## src/rtl/uart_rx_fifo.sv

```systemverilog
// 16x-oversampled UART receiver with majority-vote sampling, break detection
// and a first-word-fall-through receive FIFO carrying per-entry error tags.
module uart_rx_fifo #(
    parameter int   CLOCK     = 12_000_000,
    parameter int   BAUD      = 9600,
    parameter int   DATABITS  = 8,
    parameter int   PARITY    = 0,
    parameter int   STOPBITS  = 1,
    parameter logic IDLELEVEL = 1'b1,
    parameter logic DATAINV   = 1'b0,
    parameter int   FIFODEPTH = 8
) (
    input  logic                         clk,
    input  logic                         reset,
    input  logic                         rx_pin,
    input  logic                         rd,
    input  logic                         clearerr,
    output logic [DATABITS-1:0]          data,
    output logic                         data_perr,
    output logic                         data_ferr,
    output logic                         valid,
    output logic [$clog2(FIFODEPTH):0]   count,
    output logic                         overrun,
    output logic                         framing,
    output logic                         parity_err,
    output logic                         break_det
);

    localparam int DIV_RAW = CLOCK / (BAUD * 16);
    localparam int DIV     = (DIV_RAW < 1) ? 1 : DIV_RAW;
    localparam int DW      = (DIV > 1) ? $clog2(DIV) : 1;
    localparam int AW      = $clog2(FIFODEPTH);
    localparam int CW      = $clog2(FIFODEPTH) + 1;
    localparam int EW      = DATABITS + 2;

    typedef enum logic [2:0] {
        S_IDLE,
        S_START,
        S_DATA,
        S_PAR,
        S_STOP,
        S_BRKW
    } state_t;

    state_t state;
    state_t state_nx;

    logic          s_meta;
    logic          s;
    logic [DW-1:0] div_cnt;
    logic          tick;
    logic [3:0]    tcnt;
    logic          t7;
    logic          t8;
    logic          t9;
    logic          t15;
    logic          v7;
    logic          v8;
    logic          maj;
    logic [3:0]    bitcnt;
    logic [DATABITS-1:0] sh;
    logic          perr_r;
    logic          ferr_r;
    logic          brk_r;
    logic          stop_last;
    logic          brk_now;
    logic          ferr_now;
    logic          frame_push;
    logic          frame_brk;

    logic [EW-1:0] mem [FIFODEPTH];
    logic [AW-1:0] wptr;
    logic [AW-1:0] rptr;
    logic [CW-1:0] cnt;
    logic          pop;
    logic          full;
    logic          wr;
    logic          drop;

    // Two-flop synchroniser; everything downstream sees only s.
    always_ff @(posedge clk) begin
        if (reset) begin
            s_meta <= IDLELEVEL;
            s      <= IDLELEVEL;
        end else begin
            s_meta <= rx_pin;
            s      <= s_meta;
        end
    end

    assign tick = (state != S_IDLE) && (state != S_BRKW)
                  && (div_cnt == DW'(DIV - 1));

    always_ff @(posedge clk) begin
        if (reset || state == S_IDLE || state == S_BRKW) begin
            div_cnt <= '0;
        end else if (div_cnt == DW'(DIV - 1)) begin
            div_cnt <= '0;
        end else begin
            div_cnt <= div_cnt + 1'b1;
        end
    end

    always_ff @(posedge clk) begin
        if (reset || state == S_IDLE || state == S_BRKW) begin
            tcnt <= '0;
        end else if (tick) begin
            tcnt <= tcnt + 1'b1;
        end
    end

    assign t7  = tick && (tcnt == 4'd7);
    assign t8  = tick && (tcnt == 4'd8);
    assign t9  = tick && (tcnt == 4'd9);
    assign t15 = tick && (tcnt == 4'd15);

    always_ff @(posedge clk) begin
        if (reset) begin
            v7 <= IDLELEVEL;
            v8 <= IDLELEVEL;
        end else begin
            if (t7) v7 <= s;
            if (t8) v8 <= s;
        end
    end

    assign maj = (v7 & v8) | (v7 & s) | (v8 & s);

    // Bit index restarts whenever the FSM changes state.
    always_ff @(posedge clk) begin
        if (reset || state_nx != state) begin
            bitcnt <= '0;
        end else if (t15) begin
            bitcnt <= bitcnt + 1'b1;
        end
    end

    always_ff @(posedge clk) begin
        if (reset) begin
            sh <= '0;
        end else if (state == S_DATA && t9) begin
            sh <= {maj ^ DATAINV, sh[DATABITS-1:1]};
        end
    end

    // Per-frame error and break accumulators.
    always_ff @(posedge clk) begin
        if (reset || state == S_IDLE) begin
            perr_r <= 1'b0;
            ferr_r <= 1'b0;
            brk_r  <= 1'b1;
        end else if (t9) begin
            if (state == S_PAR) begin
                perr_r <= (PARITY == 1) ? ~(^sh ^ maj) : (^sh ^ maj);
            end
            if (state == S_STOP && maj != IDLELEVEL) begin
                ferr_r <= 1'b1;
            end
            if (state == S_DATA || state == S_PAR
                || (state == S_STOP && bitcnt == 4'd0)) begin
                brk_r <= brk_r & (maj != IDLELEVEL);
            end
        end
    end

    assign stop_last = (state == S_STOP) && t9
                       && (bitcnt == 4'(STOPBITS - 1));
    assign brk_now   = brk_r
                       && ((bitcnt == 4'd0) ? (maj != IDLELEVEL) : 1'b1);
    assign ferr_now  = ferr_r | (maj != IDLELEVEL);

    always_ff @(posedge clk) begin
        if (reset) begin
            state <= S_IDLE;
        end else begin
            state <= state_nx;
        end
    end

    always_comb begin
        state_nx = state;
        unique case (state)
            S_IDLE: begin
                if (s != IDLELEVEL) state_nx = S_START;
            end
            S_START: begin
                if (t9 && maj == IDLELEVEL) state_nx = S_IDLE;
                else if (t15) state_nx = S_DATA;
            end
            S_DATA: begin
                if (t15 && bitcnt == 4'(DATABITS - 1)) begin
                    state_nx = (PARITY != 0) ? S_PAR : S_STOP;
                end
            end
            S_PAR: begin
                if (t15) state_nx = S_STOP;
            end
            S_STOP: begin
                if (stop_last) state_nx = brk_now ? S_BRKW : S_IDLE;
            end
            S_BRKW: begin
                if (s == IDLELEVEL) state_nx = S_IDLE;
            end
            default: state_nx = S_IDLE;
        endcase
    end

    always_comb begin
        frame_push = 1'b0;
        frame_brk  = 1'b0;
        if (stop_last) begin
            frame_push = !brk_now;
            frame_brk  = brk_now;
        end
    end

    assign pop  = rd && (cnt != '0);
    assign full = (cnt == CW'(FIFODEPTH));
    assign wr   = frame_push && (!full || pop);
    assign drop = frame_push && full && !pop;

    always_ff @(posedge clk) begin
        if (wr) begin
            mem[wptr] <= {ferr_now, perr_r, sh};
        end
    end

    always_ff @(posedge clk) begin
        if (reset) begin
            wptr <= '0;
            rptr <= '0;
            cnt  <= '0;
        end else begin
            if (wr)  wptr <= wptr + 1'b1;
            if (pop) rptr <= rptr + 1'b1;
            if (wr && !pop) begin
                cnt <= cnt + 1'b1;
            end else if (!wr && pop) begin
                cnt <= cnt - 1'b1;
            end
        end
    end

    // A set event in the same cycle as clearerr keeps the flag high.
    always_ff @(posedge clk) begin
        if (reset) begin
            overrun    <= 1'b0;
            framing    <= 1'b0;
            parity_err <= 1'b0;
            break_det  <= 1'b0;
        end else begin
            overrun    <= drop | (overrun & ~clearerr);
            framing    <= (frame_push & ferr_now) | (framing & ~clearerr);
            parity_err <= (frame_push & perr_r) | (parity_err & ~clearerr);
            break_det  <= frame_brk | (break_det & ~clearerr);
        end
    end

    assign valid     = (cnt != '0);
    assign count     = cnt;
    assign data      = valid ? mem[rptr][DATABITS-1:0] : '0;
    assign data_perr = valid ? mem[rptr][DATABITS] : 1'b0;
    assign data_ferr = valid ? mem[rptr][DATABITS+1] : 1'b0;

endmodule

```

## config.mk

```make
export PLATFORM = sky130hd
export DESIGN_NAME = uart_rx_fifo
export DESIGN_NICKNAME = d
export VERILOG_FILES = /design/src/rtl/uart_rx_fifo.sv
export SDC_FILE = /design/constraint.sdc
export NUM_CORES = 1
export LEC_CHECK = 0
export ABC_AREA = 1
export ABC_CLOCK_PERIOD_IN_PS = 4059
export CAP_MARGIN = 20
export CORE_ASPECT_RATIO = 0.6
export CORE_UTILIZATION = 35
export DETAILED_ROUTE_END_ITERATION = 6
export GPL_ROUTABILITY_DRIVEN = 0
export PLACE_DENSITY = 0.5
export SLEW_MARGIN = 20
export SYNTH_ARGS = -nofsm -noshare
export SYNTH_HDL_FRONTEND = slang
export SYNTH_SLANG_ARGS = --single-unit
```

## constraint.sdc

```tcl
create_clock -name clk -period 4.06 [get_ports clk]
set_input_delay 0.812 -clock clk [delete_from_list [all_inputs] [get_ports clk]]
set_output_delay 0.812 -clock clk [all_outputs]
set_load 0.02 [all_outputs]
```

==> results.md, run 1 <==
Clock network:
- The tree built by TritonCTS fans out to 130 sinks.
- The H-tree was split into 4 levels.
- The number of hold buffers added after CTS was 0.
- The clock latency of the later-clocked register in the worst-skew pair is 0.41 ns.
- Post-CTS timing repair inserted 0 buffers for setup.
- Counting the buffers created by CTS gives 17.
- The post-cts sizing count is 0.
- The tree is rooted in a sky130_fd_sc_hd__clkbuf_16.
- After clock tree synthesis, the clock-pin slew on the worst setup and hold paths is 0.06 ns.
- The longest clock path from root to sink contains 2 buffers.
- The TritonCTS clock tree is yes.

Pwr:
- The portion of total power attributed to the clock network is 38.7%.
- The areal power density over the cells is approximately 570 mW/mm2.
- For this design the total switching power over the nets is 1.18 mW.
- The switching power as a share of total power is 30.7%.
- The proportion of power drawn by combinational gates is 23.2%.
- The leakage power of the design is 2.57 nW.
- The sequential fraction of design power is between 30% and 40%.
- The maximum vdd ir drop is 0.000227 V.
- The overall power is 3.86 mW.
- Internal power comes to 2.67 mW.

Setup path:
- The critical path ends at data_perr.
- The number of cells on the worst reg-to-reg path is 20.
- In this run the critical register-to-register path is launched from div_cnt[0]$_SDFF_PP0_.
- The cell family contributing the most delay on the critical path is buffers and inverters.
- The worst reg-to-reg setup slack is a little over 0.9 ns.
- The worst setup path is of the reg2out kind.
- In this design, the stage delay of the slowest critical-path cell is 0.64 ns.
- Data on the critical path is required at its endpoint by 3.25 ns.
- The arrival time at the worst endpoint is approximately 2.7 ns.
- Walking the worst path, the cells encountered are inv_1 -> buf_4 -> nor2_1 -> o22ai_1 -> o21ai_0 -> a31oi_1 -> clkdlybuf4s50_1.
- The kind of launch point of the worst setup path is a flop.
- Among all stages on the critical path, the largest delay is contributed by sky130_fd_sc_hd__clkdlybuf4s50_1.
- Counting both buffers and inverters, the worst setup path holds a total of 3.
- Of all nets on the critical path, the largest fanout is 25.
- The type of destination of the critical path is a primary output.
- In this run the critical register-to-register path is captured at count[3]$_SDFFE_PP0P_.
- The cell count along the critical path is 7.

STA:
- Headroom to the max-slew limit came out at roughly 53%.
- Across the routed clock network, the largest skew measured is 0.00940 ns.
- The count of final max-slew check failures came to 0.
- For this run, the top clock speed supported by timing is 288 MHz.
- The final critical path time including I/O delays and setup is roughly 3.5 ns.
- The transition time of the tightest slew-check pin is 0.698 ns.
- The share of the cycle needed by the critical path after routing is between 80% and 90%.
- The number of failing setup endpoints in the final timing report is 0.
- The number of hold-slack violations in the final timing report was 0.
- The total negative slack for setup checks is 0 ns.
- Setup repair after global routing left no endpoint under its margin.

GRT:
- Global routing consumed, on the met1 layer, a little under a quarter of the routing resources.
- The via count of the first global-routing pass came to between 3,000 and 4,000.
- The global routing stage identified its most utilized layer as met2.
- The maximum number of pins on one net before global-route repair is 41.
- The number of antenna violations at the first check in global routing is 0.
- The first global-routing pass estimated about 20,000 um of wire.
- The met3 layer usage reported by global route is 4.42%.
- Across every metal layer, demand over resource in global routing totals 16.6%.
- The met2 track demand over resource in global routing is 24.1%.
- The total congestion overflow is 0.

Layout:
- The number of diodes added for antenna fixing is 0.
- Cells fill 43.4% of the core in the end.
- The post-route netlist has 12.5% of its cells at a drive strength greater than 1.
- The number of nets in the layout is 623.
- The finished cells cover approximately 0.0067 mm2.
- From synthesis to final layout, the design area changed by 19.8%.

Logic synthesis:
- The async set-reset flop share out of synthesis is 0%.
- sky130_fd_sc_hd__edfxtp_1 takes more of the synthesized area than any other cell.
- The synthesized area is 0.00562 mm2.
- The post-synthesis net count is 584.
- Yosys printed 0 warnings.
- Dividing the synthesized area by the synthesized cell count gives about 9.9 um2.
- The count of unique library cells instantiated by Yosys is 35.
- Sequential cells were found to cover 60.6% of the synthesized design area.
- Yosys attributes the largest share of cell area to sky130_fd_sc_hd__edfxtp_1 43%, sky130_fd_sc_hd__dfxtp_1 18%, sky130_fd_sc_hd__nor2_1 7.2%, sky130_fd_sc_hd__o21ai_0 6.1%, sky130_fd_sc_hd__inv_1 3.3%.
- Among all cell types in the netlist, the one instantiated most often is sky130_fd_sc_hd__nor2_1.
- The total of flip-flops plus latches after synthesis is between 100 and 150.
- The count of flip-flops with a built-in enable after synthesis is 80.
- By count the netlist is led by 107 x sky130_fd_sc_hd__nor2_1, 80 x sky130_fd_sc_hd__edfxtp_1, 68 x sky130_fd_sc_hd__o21ai_0.
- After synthesis, the largest area contributor takes up 42.8% of total cell area.
- The cell count after synthesis is 566.
- The most frequently used flop master after synthesis is sky130_fd_sc_hd__edfxtp_1.

Placed design:
- The total cell area at the placement stage is 0.00614 mm2.
- The quantity of I/O buffers inserted on ports is 23.
- The estimated wirelength of the detail-placed design is 8450 um.

Floorplan:
- The die covers 0.0166 mm2.
- The placeable core region is around 0.016 mm2.
- The initial standard-cell utilization of the core is 36.2%.
- 24 I/O pins were placed.
- In this run the horizontal extent of the chip is 166 um.
- Measured along the y axis, the die boundary spans 100 um.
- The initialized floorplan defines 35 standard-cell rows.

Hold path:
- The path class of the tightest hold or removal check is reg2reg.

Status:
- The checks that failed: design-rule violations.
- The run finished, with violations left.

Job:
- Across the run, the number of max-cap violations was 0.

Route:
- In the routed layout, each cell is associated on average with a via count of 4.84.
- The total number of vias is roughly 4,000.
- For this block, the routed nets add up to 12,600 um of wire.
- In this run the remaining antenna-violating nets after routing total 0.
- Before antenna repair, the detailed router went through 7 iterations.
- After detailed routing, the number of remaining DRC violations is 4.
- The routed wire length per instance is 15.3 um.
- The number of design-rule violations left by the first detailed-router iteration is 260.
[metrics by stage]
| stage | instances | setup slack [ns] | hold slack, ns |
|---|---|---|---|
| 3_5_place_dp | 789 | 0.569 | 0.409 |
| 3_3_place_gp | 789 | 0.647 | 0.402 |
| 2_1_floorplan | 566 | 1.23 | 0.389 |
| 4_1_cts | 821 | 0.531 | 0.425 |
| 6_report | 821 | 0.587 | 0.418 |
| 5_1_grt | 821 | 0.315 | 0.441 |
[registers in the layout, summed over array words and instances (netlist names), named ones only]
signal,cells
mem,80
sh,8
div_cnt,7
bitcnt,4
count,4
tcnt,4
rptr,3
state,3
wptr,3
break_det,1
brk_r,1
ferr_r,1
framing,1
overrun,1
parity_err,1
perr_r,1
s,1
s_meta,1
v7,1
v8,1
[how the worst min path moves through the flow]
stage,start,end,slack [ns],cells past startpoint
after global routing,s_meta$_SDFF_PP1_,s$_SDFF_PP1_,0.44,1
after global placement,s_meta$_SDFF_PP1_,s$_SDFF_PP1_,0.40,1
after floorplan,s_meta$_SDFF_PP1_,s$_SDFF_PP1_,0.39,1
after CTS,s_meta$_SDFF_PP1_,s$_SDFF_PP1_,0.43,1
final,s_meta$_SDFF_PP1_,s$_SDFF_PP1_,0.42,1
after detailed placement,s_meta$_SDFF_PP1_,s$_SDFF_PP1_,0.41,1
[cells in the final DEF (no fill, tap or decap), drive strengths merged, types with 5 or more instances in the layout]
master         instances
ha                    12
nand3                 23
o21ai                 71
nor3                  16
nor2                 112
xnor2                  6
clkdlybuf4s50         23
dfxtp                 50
a21oi                 19
buf                   16
inv                   60
o22ai                 10
xor2                  10
nand2                 54
clkbuf                17
clkinv                 5
edfxtp                80
a31oi                 11
[power by group through the flow]
stage          logic (mW)  clock network (mW)  registers [mW]
5_1_grt              1.00                1.58            1.48
3_3_place_gp        0.896                   0            1.50
4_1_cts             0.901                1.52            1.47
2_1_floorplan       0.545                   0            1.50
3_5_place_dp        0.896                   0            1.50
6_report            0.896                1.49            1.47
[layer usage]
| layer | wire (um) | share of wire (%) |
|---|---|---|
| met2 | 5300 | 42 |
| met3 | 491 | 3.9 |
| met5 | 0 | 0 |
| met1 | 6580 | 52 |
| met4 | 193 | 1.5 |
[logic make-up (layout without fill, tap and decap cells)]
| logic type | after synthesis | count (layout) | share of synthesized area [%] |
|---|---|---|---|
| AOI/OAI and AO/OA | 114 | 114 | 10.8 |
| xor gates and xnor gates | 16 | 16 | 2.50 |
| adders and majority gates | 13 | 13 | 3.03 |
| buffers and inverters | 75 | 127 | 5.12 |
| DFF | 130 | 130 | 60.6 |
| and+or+nand+nor | 218 | 218 | 18.0 |
[cell type report]
cell class / count / area, um2
clock buffer: 17 / 425
clock inverter: 15 / 156
fill: 1461 / 8780
inverter: 56 / 213
multi-input combinational: 361 / 1920
sequential: 130 / 3400
tap: 203 / 254
timing repair buffer: 39 / 350
No activity file was read; power rests on OpenSTA's default activity.
==> run 2, diff against run 1 <==
Settings changed: ABC_CLOCK_PERIOD_IN_PS 4059 to 3500.
Clock period 4.06 ns to 3.5 ns, I/O delays scaled along.
==> run 2 against run 1 <==
The flow still finishes with violations (design-rule violations). Non-clock buffer count shrank 1. Clock-buffer cell count increased by 1. Sequential share of layout area is 0.16 points lower. Total power is 17% higher.
==> results.md, run 2 (synthesis gave the netlist of run 1 again) <==
Setup path:
- The endpoint identified for the worst register-to-register timing path is count[3]$_SDFFE_PP0P_.
- The arrival time at the worst endpoint is 2.53 ns (-0.13 ns).
- The maximum fanout along the worst path is 25 (unchanged).
- The worst setup path is captured at a primary output.
- Among the stages of the critical path, the cell type that occurs most often is sky130_fd_sc_hd__o21ai_0.
- The critical path is of the reg2out type.
- Walking the worst path, the cells encountered are inv_1 -> buf_4 -> o21ai_0 -> o22ai_1 -> o21ai_0 -> a31oi_1 -> clkdlybuf4s50_1.
- The worst reg-to-reg setup slack came to 0.39 ns (-0.54 ns).
- The delay of the slowest critical-path stage is 0.64 ns (about the same).
- The end point of the critical path is data[4].
- The data required time at the worst endpoint is 2.80 ns (-0.45 ns).
- The kind of launch point of the worst setup path is a flop.
- The standard cell with the maximum stage delay on the critical path is sky130_fd_sc_hd__clkdlybuf4s50_1.
- The worst flop-to-flop path startpoint is div_cnt[0]$_SDFF_PP0_.
- The number of cells on the worst reg-to-reg path is 20 (unchanged).

Clock network:
- The TritonCTS clock tree is yes.
- The CTS root buffer is sky130_fd_sc_hd__clkbuf_16.
- The number of sinks driven by the clock tree is 130 (unchanged).
- The clock transition at the registers of the reported paths came to 0.06 ns (about the same).
- The number of levels in the clock H-tree is 4 (unchanged).
- The post-CTS repair timing setup buffer count is 0 (unchanged).
- The maximum count of clock buffers along a single path came to 2 (unchanged).
- The total clock buffers created by CTS came to 17 (unchanged).
- The clock latency of the later-clocked register in the worst-skew pair is 0.41 ns (about the same).

Placed design:
- The estimated wirelength of the detail-placed design is 8050 um (-4.8%).
- The quantity of I/O buffers inserted on ports is 23 (unchanged).
- The total cell area at the placement stage is 0.00614 mm2 (-0.12%).

Layout:
- Leaving out fill and tap cells, the most frequent cell in the layout is sky130_fd_sc_hd__nor2_1.
- The register with the most flip-flops is mem.
- The number of filler cells placed in the layout was 1,475 (+0.96%).
- The flip-flop count of the largest register after layout is 80 (unchanged).
- The fraction of layout instances using a drive strength above 1 is 12.6% (+0.18 points).
- The cell area after layout was 0.00675 mm2 (+0.32%).
- Leaving out fill and tap cells, the most frequent cells in the layout are 107 x sky130_fd_sc_hd__nor2_1, 80 x sky130_fd_sc_hd__edfxtp_1, 68 x sky130_fd_sc_hd__o21ai_0.
- The number of diodes added for antenna fixing is 0 (unchanged).
- The relative area change from synthesis to final layout is 20.2%.
- The largest registers in the layout are mem: 80 flops, sh: 8 flops, div_cnt: 7 flops.
- The number of nets in the layout is 622 (-0.16%).

STA:
- The number of hold-slack violations in the final timing report is 0 (unchanged).
- The transition time of the tightest slew-check pin is 0.678 ns (-0.0198 ns).
- The count of final max-slew check failures is 0 (unchanged).
- The total negative slack for setup checks is 0 ns (unchanged).
- The share of the cycle needed by the critical path after routing is about 92%.
- The largest clock skew in the final design is 0.0108 ns (+0.00143 ns).
- Derived from the worst setup path, the maximum achievable clock frequency is 310 MHz.
- The final critical path time including I/O delays and setup is 3.23 ns.
- Setup repair after global routing left no endpoint under its margin.
- The number of failing setup endpoints in the final timing report is 0 (unchanged).
- The remaining max-slew budget at the tightest pin came to 54.7% (+1.3 points).

Status:
- The final reports fail on design-rule violations.
- The flow ran to the end, but the final reports show violations.

Pwr:
- The areal power density over the cells was 671 mW/mm2 (+17%).
- The portion of total power attributed to the clock network is 39.9% (+1.2 points).
- The cell-internal power is 3.17 mW (+19%).
- The sequential fraction of design power is 37.4% (-0.7 points).
- The leakage power of the design is 2.58 nW (+0.68%).
- The overall power is 4.53 mW (+17%).
- The proportion of power drawn by combinational gates is 22.7% (-0.5 points).
- The maximum vdd ir drop was 0.000254 V (+12%).
- The net switching component of the power is 1.36 mW (+15%).
- The switching power as a share of total power is 30.0% (-0.68 points).

Route:
- The DRC violation count after routing was 4 (unchanged).
- The total number of vias is 3,932 (-1.1%).
- The routed wire length per instance is 15.2 um (-0.71%).
- The number of vias per cell was 4.80 (-0.99%).
- The first-pass detailed-route iteration total is 6 (-1).
- The final wirelength is 12,500 um (-0.83%).
- The remaining antenna violation count came to 0 (unchanged).
- The number of design-rule violations left by the first detailed-router iteration is 294 (+13%).

GRT:
- The overall track demand over capacity in global routing is 16.4% (-0.20 points).
- The maximum number of pins on one net before global-route repair is 41 (unchanged).
- The number of antenna violations at the first check in global routing is 0 (unchanged).
- The wire length of the first global-routing pass is 20,100 um (-1.2%).
- The via count of the first global-routing pass came to 3,726 (-5.8%).
- The total congestion overflow is 0 (unchanged).

Floorplan:
- The count of boundary I/O pins is 24 (unchanged).
- The floorplan die area is 0.0166 mm2 (unchanged).
- The standard-cell row count was 35 (unchanged).
- The initial standard-cell utilization of the core came to 36.2% (unchanged).
- The placeable core region is 0.0155 mm2 (unchanged).
- The overall die height is 100 um (unchanged).
- The width of the die is 166 um (unchanged).

Hold path:
- The type of the tightest min-delay check is reg2reg.

Job:
- The number of max-capacitance violations reported is 0 (unchanged).
-- run 2: cell types whose count changed in the layout (fill, tap and decap cells not counted), sizes merged --
cell / delta
buf: -1
clkbuf: +1
clkinv: +1
inv: -1
clkinvlp: -2
bufinv: +1
-- run 2: worst min-delay path by stage --
stage / from / end / slack (ns) / depth (start not counted)
floorplan: s_meta$_SDFF_PP1_ / s$_SDFF_PP1_ / 0.39 / 1
global placement: s_meta$_SDFF_PP1_ / s$_SDFF_PP1_ / 0.40 / 1
detailed placement: s_meta$_SDFF_PP1_ / s$_SDFF_PP1_ / 0.40 / 1
CTS: s_meta$_SDFF_PP1_ / s$_SDFF_PP1_ / 0.42 / 1
global route: s_meta$_SDFF_PP1_ / s$_SDFF_PP1_ / 0.43 / 1
finish: s_meta$_SDFF_PP1_ / s$_SDFF_PP1_ / 0.41 / 1
-- run 2: repair_timing --
item / 4_1_cts / 5_1_grt
endpoints found under the setup margin: 0 / 2
hold buffers: 0 / 0
gates resized for setup: 0 / 1
-- run 2: per-stage QoR --
step	std cells	hold slack, ns	setup slack, ns	utilization [%]
final	820	0.412	0.274	43.5
after floorplan	566	0.389	0.673	-
after global routing	820	0.431	0.0413	43.5
after global placement	788	0.397	0.208	39.6
after CTS	820	0.415	0.115	43.5
after detailed placement	788	0.401	0.0947	39.6
-- run 2: area by class of cell --
cell class | instances | area [um2] | share of cell area [%]
Clock buffer | 18 | 429 | 6.36
Clock inverter | 14 | 178 | 2.63
Inverter | 56 | 216 | 3.21
Multi-Input combinational cell | 361 | 1920 | 28.5
Sequential cell | 130 | 3400 | 50.4
Tap cell | 203 | 254 | 3.76
Timing Repair Buffer | 38 | 343 | 5.08
-- run 2: critical path, delay by kind of cell, from the launching register on --
family | cells | cell delay [ns]
buffers and inverters | 3 | 1.22
AO/OA/AOI/OAI | 4 | 0.56
flip-flops | 1 | 0.31
-- run 2: metal layers --
| metal | routed length [um] | GRT usage (%) | share of wire [%] |
|---|---|---|---|
| met1 | 6410 | 23.9 | 51 |
| met2 | 5280 | 23.4 | 42 |
| met4 | 61 | 4.62 | 0.49 |
| met3 | 708 | 4.63 | 5.7 |
| met5 | 0 | 0 | 0 |
-- run 2: power by group through the flow --
| stage | Clock (mW) | Combinational, mW | Sequential, mW |
|---|---|---|---|
| 2_1_floorplan | 0 | 0.632 | 1.74 |
| 3_3_place_gp | 0 | 1.04 | 1.72 |
| 3_5_place_dp | 0 | 1.03 | 1.73 |
| 4_1_cts | 1.84 | 1.04 | 1.69 |
| 5_1_grt | 1.92 | 1.16 | 1.70 |
| 6_report | 1.81 | 1.03 | 1.70 |
==> run 3, diff against run 2 <==
Settings changed: SETUP_SLACK_MARGIN set to 0.02.
==> results of run 3 <==
The final DEF is identical to that of run 2; final timing and power are the same.
